`config.mk`:
```
export PLATFORM = sky130hd
export DESIGN_NAME = mem_port_arbiter
export DESIGN_NICKNAME = d
export VERILOG_FILES = /design/src/rtl/mem_arb_pkg.sv /design/src/rtl/mem_arb_pick.sv /design/src/rtl/mem_port_arbiter.sv
export SDC_FILE = /design/constraint.sdc
export NUM_CORES = 1
export LEC_CHECK = 0
export CORE_AREA = 2 2 103 105
export CTS_BUF_LIST = sky130_fd_sc_hd__clkbuf_4 sky130_fd_sc_hd__clkbuf_8
export DETAILED_ROUTE_END_ITERATION = 6
export DIE_AREA = 0 0 105 107
export PLACE_DENSITY = 0.82
export SLEW_MARGIN = 40
export SYNTH_ARGS = -nofsm -noshare
export SYNTH_HDL_FRONTEND = slang
export SYNTH_SLANG_ARGS = --single-unit
```
`constraint.sdc`:
```
create_clock -name clk -period 3.54 [get_ports clk]
set_input_delay 0.354 -clock clk [delete_from_list [all_inputs] [get_ports clk]]
set_output_delay 0.354 -clock clk [all_outputs]
set_load 0.005 [all_outputs]
```
`src/rtl/mem_arb_pkg.sv`:
```
// Shared types and width helpers for the unified I/D memory port arbiter.
package mem_arb_pkg;

  typedef enum logic [1:0] {
    ST_IDLE = 2'd0,
    ST_WAIT = 2'd1,
    ST_DONE = 2'd2
  } state_t;

  localparam logic OWNER_IF = 1'b0;
  localparam logic OWNER_D  = 1'b1;

  // Bits needed to hold a counter value in 0..max_val (never narrower than 1).
  function automatic int unsigned cnt_w(input int unsigned max_val);
    return (max_val == 0) ? 1 : $clog2(max_val + 1);
  endfunction

endpackage

```
`src/rtl/mem_arb_pick.sv`:
```
// Combinational grant decision: data wins unless fetch has been starved too long.
module mem_arb_pick
  import mem_arb_pkg::*;
#(
  parameter int unsigned STARVE_MAX = 4,
  parameter int unsigned STARVE_W   = cnt_w(STARVE_MAX)
) (
  input  logic                if_req,
  input  logic                d_req,
  input  logic [STARVE_W-1:0] starve_cnt,
  output logic                grant_valid,
  output logic                grant_owner
);

  localparam bit FORCE_EN = (STARVE_MAX != 0);

  logic force_if;

  // Pick the winner; a saturated starvation count hands the port to fetch.
  always_comb begin
    force_if    = FORCE_EN && if_req && (starve_cnt == STARVE_W'(STARVE_MAX));
    grant_valid = if_req | d_req;
    grant_owner = (d_req && !force_if) ? OWNER_D : OWNER_IF;
  end

endmodule

```
`src/rtl/mem_port_arbiter.sv`:
```
// Arbitrates one fixed-latency single-ported memory between fetch and data stages.
module mem_port_arbiter
  import mem_arb_pkg::*;
#(
  parameter int unsigned ADDR_W     = 32,
  parameter int unsigned DATA_W     = 32,
  parameter int unsigned MEM_LAT    = 1,
  parameter int unsigned STARVE_MAX = 4
) (
  input  logic              clk,
  input  logic              rst,
  input  logic              if_req,
  input  logic [ADDR_W-1:0] if_addr,
  output logic [DATA_W-1:0] if_rdata,
  output logic              if_ack,
  input  logic              d_req,
  input  logic              d_we,
  input  logic [ADDR_W-1:0] d_addr,
  input  logic [DATA_W-1:0] d_wdata,
  output logic [DATA_W-1:0] d_rdata,
  output logic              d_ack,
  output logic              mem_en,
  output logic              mem_we,
  output logic [ADDR_W-1:0] mem_addr,
  output logic [DATA_W-1:0] mem_wdata,
  input  logic [DATA_W-1:0] mem_rdata,
  output logic              stall_if,
  output logic              stall_mem
);

  localparam int unsigned LAT_W    = cnt_w(MEM_LAT);
  localparam int unsigned STARVE_W = cnt_w(STARVE_MAX);

  state_t              state, state_nxt;
  logic                owner, owner_nxt;
  logic [LAT_W-1:0]    lat_cnt, lat_cnt_nxt;
  logic [STARVE_W-1:0] starve_cnt, starve_cnt_nxt;
  logic                grant_valid, grant_owner;
  logic                issue, cap_if, cap_d;

  mem_arb_pick #(
    .STARVE_MAX (STARVE_MAX),
    .STARVE_W   (STARVE_W)
  ) u_pick (
    .if_req      (if_req),
    .d_req       (d_req),
    .starve_cnt  (starve_cnt),
    .grant_valid (grant_valid),
    .grant_owner (grant_owner)
  );

  // Next-state logic: grant in IDLE, count latency in WAIT, ack in DONE.
  always_comb begin
    state_nxt      = state;
    owner_nxt      = owner;
    lat_cnt_nxt    = lat_cnt;
    starve_cnt_nxt = starve_cnt;
    issue          = 1'b0;
    cap_if         = 1'b0;
    cap_d          = 1'b0;
    unique case (state)
      ST_IDLE: begin
        if (grant_valid) begin
          issue       = 1'b1;
          owner_nxt   = grant_owner;
          lat_cnt_nxt = LAT_W'(1);
          state_nxt   = ST_WAIT;
          // Only data grants made while fetch waits count toward starvation.
          if ((grant_owner == OWNER_D) && if_req) begin
            if (starve_cnt != STARVE_W'(STARVE_MAX)) begin
              starve_cnt_nxt = starve_cnt + STARVE_W'(1);
            end
          end else begin
            starve_cnt_nxt = '0;
          end
        end
      end
      ST_WAIT: begin
        if (lat_cnt == LAT_W'(MEM_LAT)) begin
          cap_if    = (owner == OWNER_IF);
          cap_d     = (owner == OWNER_D);
          state_nxt = ST_DONE;
        end else begin
          lat_cnt_nxt = lat_cnt + LAT_W'(1);
        end
      end
      ST_DONE: begin
        state_nxt = ST_IDLE;
      end
      default: begin
        state_nxt = ST_IDLE;
      end
    endcase
  end

  // State, counters and per-owner read data registers.
  always_ff @(posedge clk) begin
    if (rst) begin
      state      <= ST_IDLE;
      owner      <= OWNER_IF;
      lat_cnt    <= '0;
      starve_cnt <= '0;
      if_rdata   <= '0;
      d_rdata    <= '0;
    end else begin
      state      <= state_nxt;
      owner      <= owner_nxt;
      lat_cnt    <= lat_cnt_nxt;
      starve_cnt <= starve_cnt_nxt;
      if (cap_if) begin
        if_rdata <= mem_rdata;
      end
      if (cap_d) begin
        d_rdata <= mem_rdata;
      end
    end
  end

  // Memory bus mux, acks from DONE/owner, and stage stalls.
  always_comb begin
    mem_en    = issue & ~rst;
    mem_we    = mem_en & (grant_owner == OWNER_D) & d_we;
    mem_addr  = (grant_owner == OWNER_D) ? d_addr : if_addr;
    mem_wdata = d_wdata;
    if_ack    = (state == ST_DONE) & (owner == OWNER_IF) & ~rst;
    d_ack     = (state == ST_DONE) & (owner == OWNER_D) & ~rst;
    stall_if  = if_req & ~if_ack;
    stall_mem = d_req & ~d_ack;
  end

endmodule

```
==> results.sh <==
export IMPL_status="finished clean"
export IMPL_rr_worst_depth=4
export IMPL_cellPowerDensity_nw_per_um2=359
export IMPL_final_setup_skew_ns=0.0120
export IMPL_antenna_cells_inserted=0
export IMPL_ys_seq_elements=71
export IMPL_tightest_slew_ns=0.719
export IMPL_final_layout_size_suffix_gt1_share_pct=15.1
export IMPL_total_power_w=0.00195
export IMPL_p_seq_share_pct=43.4
export IMPL_drt_total_wl_mm=11.4
export IMPL_htree_levels=3
export IMPL_ys_top_cells_by_area="sky130_fd_sc_hd__dfxtp_1 42%, sky130_fd_sc_hd__nand2_1 14%, sky130_fd_sc_hd__mux2_2 11%"
export IMPL_timing_reg2reg_setup_slack_ns=1.51
export IMPL_grt_pass1_wl_mm=17.0
export IMPL_fp_coreArea_um2=10100
export IMPL_num_io_pins=267
export IMPL_drt_iter0_markers=245
export IMPL_regToRegEndpoint="d_rdata[29]$_SDFFE_PP0P_"
export IMPL_tritoncts="built"
export IMPL_post_synth_instance_area_um2=3420
export IMPL_clk_pin_slew_worst_paths_ns=0.07
export IMPL_post_dp_cell_area_um2=5200
export IMPL_syn_to_final_growth_pct=58.9
export IMPL_clock_latency_of_the_later_clocked_register_in_the_worst_skew_pair_ns=0.33
export IMPL_grt_setup_unrepaired="no"
export IMPL_yosysTopAreaCellShare_pct=41.6
export IMPL_worst_hold_path_num_cells=2
export IMPL_crit_reg2reg_launch="state[0]$_SDFFE_PP0P_"
export IMPL_worst_ir_drop_vdd_v=0.000152
export IMPL_switching_share_pct=23.7
export IMPL_setup_violations=0
export IMPL_critical_path_endpoint_type="output port"
export IMPL_power_report_internal_total_w=0.00149
export IMPL_synth_seq_area_share_pct=41.6
export IMPL_global_route_usage_total_pct=19.5
export IMPL_timing_critical_path_arrival_ns=2.58
export IMPL_total_gr_overflow=0
export IMPL_grt_antenna_before_repair=0
export IMPL_synth_enable_flop_cells=0
export IMPL_path_max_fanout=33
export IMPL_p_sw_w=0.000462
export IMPL_grt_start_max_net_pins=42
export IMPL_cts_setup_buffers=0
export IMPL_power_clock_fraction_pct=37.0
export IMPL_clockRootBuffer="sky130_fd_sc_hd__clkbuf_8"
export IMPL_die_h_um=107
export IMPL_place_gp_congestion=0.891
export IMPL_final_cell_area_um2=5440
export IMPL_post_synth_top_area_cell="sky130_fd_sc_hd__dfxtp_1"
export IMPL_routed_wire_length_per_instance_um=16.4
export IMPL_firstDrtPassIters=4
export IMPL_cts_hold_buffers_added=0
export IMPL_port_buffers=202
export IMPL_number_of_library_cell_types_mapped_by_synthesis=37
export IMPL_std_cell_rows=37
export IMPL_detailed_place_hpwl_mm=8.98
export IMPL_synth_yosys_warnings=0
export IMPL_grt_pass1_vias=3270
export IMPL_number_of_nets_with_antenna_violations_after_routing=0
export IMPL_post_synth_cell_area_avg_um2=8.66
export IMPL_initial_utilization_pct=33.9
export IMPL_power_frac_comb_pct=19.6
export IMPL_syn_num_nets=530
export IMPL_post_synth_inst_count=395
export IMPL_launching_instance_or_port_of_the_critical_path="if_req"
export IMPL_synthArstFlopShare_pct=0
export IMPL_worstSetupPathType="input port to output port"
export IMPL_tritoncts_num_buffers=9
export IMPL_p_leak_nw=1.84
export IMPL_maxCapViolations=0
export IMPL_final_max_slew_violation_count=0
export IMPL_dr_total_vias=3379
export IMPL_clock_fmax_mhz=340
export IMPL_die_area_um2=11200
export IMPL_dominantRegCellSynth="sky130_fd_sc_hd__dfxtp_1"
export IMPL_start_kind="input port"
export IMPL_final_hold_viol_count=0
export IMPL_worstPathRequired_ns=3.19
export IMPL_fp_dieW_um=105
export IMPL_final_period_minus_worst_setup_slack_ns=2.94
export IMPL_min_delay_path_class="register to register"
export IMPL_nets=688
export IMPL_clockBufferDepth=2
export IMPL_timing_final_crit_share_pct=83.0
export IMPL_timing_slew_headroom_pct=51.9
export IMPL_fin_tns_setup_ns=0
export IMPL_synth_top_cells_by_count="128 x sky130_fd_sc_hd__nand2_1, 71 x sky130_fd_sc_hd__dfxtp_1, 43 x sky130_fd_sc_hd__a21oi_1"
export IMPL_post_drt_via_cell_ratio=4.87
export IMPL_cts_sinks=71
export IMPL_endpoint="mem_addr[7]"
export IMPL_most_repeated_cell_in_the_gate_level_netlist_after_synthesis="sky130_fd_sc_hd__nand2_1"
export IMPL_postCtsResizedCells=0
export IMPL_drt_drc_violations_left=0
-- worst min-delay path by stage --
stage                        startpoint                   endpoint
6_report       d_rdata[11]$_SDFFE_PP0P_   d_rdata[11]$_SDFFE_PP0P_
4_1_cts        d_rdata[22]$_SDFFE_PP0P_   d_rdata[22]$_SDFFE_PP0P_
3_5_place_dp   d_rdata[22]$_SDFFE_PP0P_   d_rdata[22]$_SDFFE_PP0P_
3_3_place_gp   d_rdata[12]$_SDFFE_PP0P_   d_rdata[12]$_SDFFE_PP0P_
5_1_grt                             rst  if_rdata[24]$_SDFFE_PP0P_
2_1_floorplan   d_rdata[0]$_SDFFE_PP0P_    d_rdata[0]$_SDFFE_PP0P_
-- sequential cells by signal (all words and copies together) (netlist names) --
signal      count
d_rdata        32
if_rdata       32
starve_cnt      3
state           2
lat_cnt         1
owner           1
-- worst max-delay path: stages --
cell                              delay, ns
sky130_fd_sc_hd__clkdlybuf4s50_1       0.61
sky130_fd_sc_hd__nand3_2               0.12
sky130_fd_sc_hd__nand2_2               0.55
sky130_fd_sc_hd__mux2_2                0.42
sky130_fd_sc_hd__clkdlybuf4s50_1       0.51
-- layout by cell type, fill, tap and decap left out --
master and n:
sky130_fd_sc_hd__mux2_2 32, sky130_fd_sc_hd__clkinv_2 1, sky130_fd_sc_hd__nand2_1 128, sky130_fd_sc_hd__nor4_2 1, sky130_fd_sc_hd__inv_1 4, sky130_fd_sc_hd__or3b_1 1, sky130_fd_sc_hd__o31ai_1 3, sky130_fd_sc_hd__nor2_1 1
sky130_fd_sc_hd__nor2_2 1, sky130_fd_sc_hd__a21oi_1 43, sky130_fd_sc_hd__and4b_1 1, sky130_fd_sc_hd__o21a_1 1, sky130_fd_sc_hd__or3_1 1, sky130_fd_sc_hd__clkdlybuf4s50_1 201, sky130_fd_sc_hd__and4bb_1 1, sky130_fd_sc_hd__clkbuf_8 10
sky130_fd_sc_hd__nand4b_1 1, sky130_fd_sc_hd__buf_4 7, sky130_fd_sc_hd__a211oi_2 1, sky130_fd_sc_hd__nand4bb_1 1, sky130_fd_sc_hd__a21oi_2 23, sky130_fd_sc_hd__nor2b_1 2, sky130_fd_sc_hd__o32ai_1 1, sky130_fd_sc_hd__nand2_2 1
sky130_fd_sc_hd__nor4b_1 1, sky130_fd_sc_hd__and4_1 1, sky130_fd_sc_hd__nor3_1 1, sky130_fd_sc_hd__and4bb_2 1, sky130_fd_sc_hd__clkinv_4 1, sky130_fd_sc_hd__nor4_1 1, sky130_fd_sc_hd__ha_1 2, sky130_fd_sc_hd__o311ai_0 2
sky130_fd_sc_hd__nor4bb_1 2, sky130_fd_sc_hd__dfxtp_1 71, sky130_fd_sc_hd__nand3_2 1, sky130_fd_sc_hd__clkbuf_4 1, sky130_fd_sc_hd__bufinv_16 2, sky130_fd_sc_hd__nand4_1 1, sky130_fd_sc_hd__clkinvlp_4 1, sky130_fd_sc_hd__nand3_1 2
-- cell type report --
cell class | count | area, um2
Sequential cell | 71 | 1420
Fill cell | 946 | 4660
Tap cell | 136 | 170
Multi-Input combinational cell | 259 | 1540
Timing Repair Buffer | 208 | 2060
Clock buffer | 11 | 145
Inverter | 4 | 15.0
Clock inverter | 5 | 81.3
-- cells by family after synthesis --
family          share of synthesized area [%]
buf+inv                                  13.5
simple gates                             19.5
compound gates                           14.2
fa+ha+maj                               0.731
flops                                    41.6
mux                                      10.5
-- power groups by stage --
stage               combinational (W)  sequential, W  clock (W)
finish                       0.000382       0.000847   0.000723
global route                 0.000407       0.000851   0.000786
CTS                          0.000386       0.000846   0.000743
detailed placement           0.000384       0.000865          0
global placement             0.000378       0.000863          0
floorplan                    0.000172       0.000860          0
-- through the flow --
stage          instances  hold slack (ns)  util, %  setup WS, ns
5_1_grt              694            0.467     53.9         0.490
4_1_cts              693            0.457     53.8         0.604
3_3_place_gp         677            0.442     51.5         0.655
3_5_place_dp         677            0.446     51.5         0.607
6_report             694            0.458     53.9         0.602
2_1_floorplan        395            0.453        -          1.91
-- metal layers --
layer	routed length [um]	global-route usage (%)	vias to the layer above
met5	0	0	-
li1	-	-	1594
met2	6090	36.7	193
met4	349	8.76	0
met3	933	6.63	20
met1	3990	19.3	1572
Note: power is estimated with default switching activity, not from simulation.
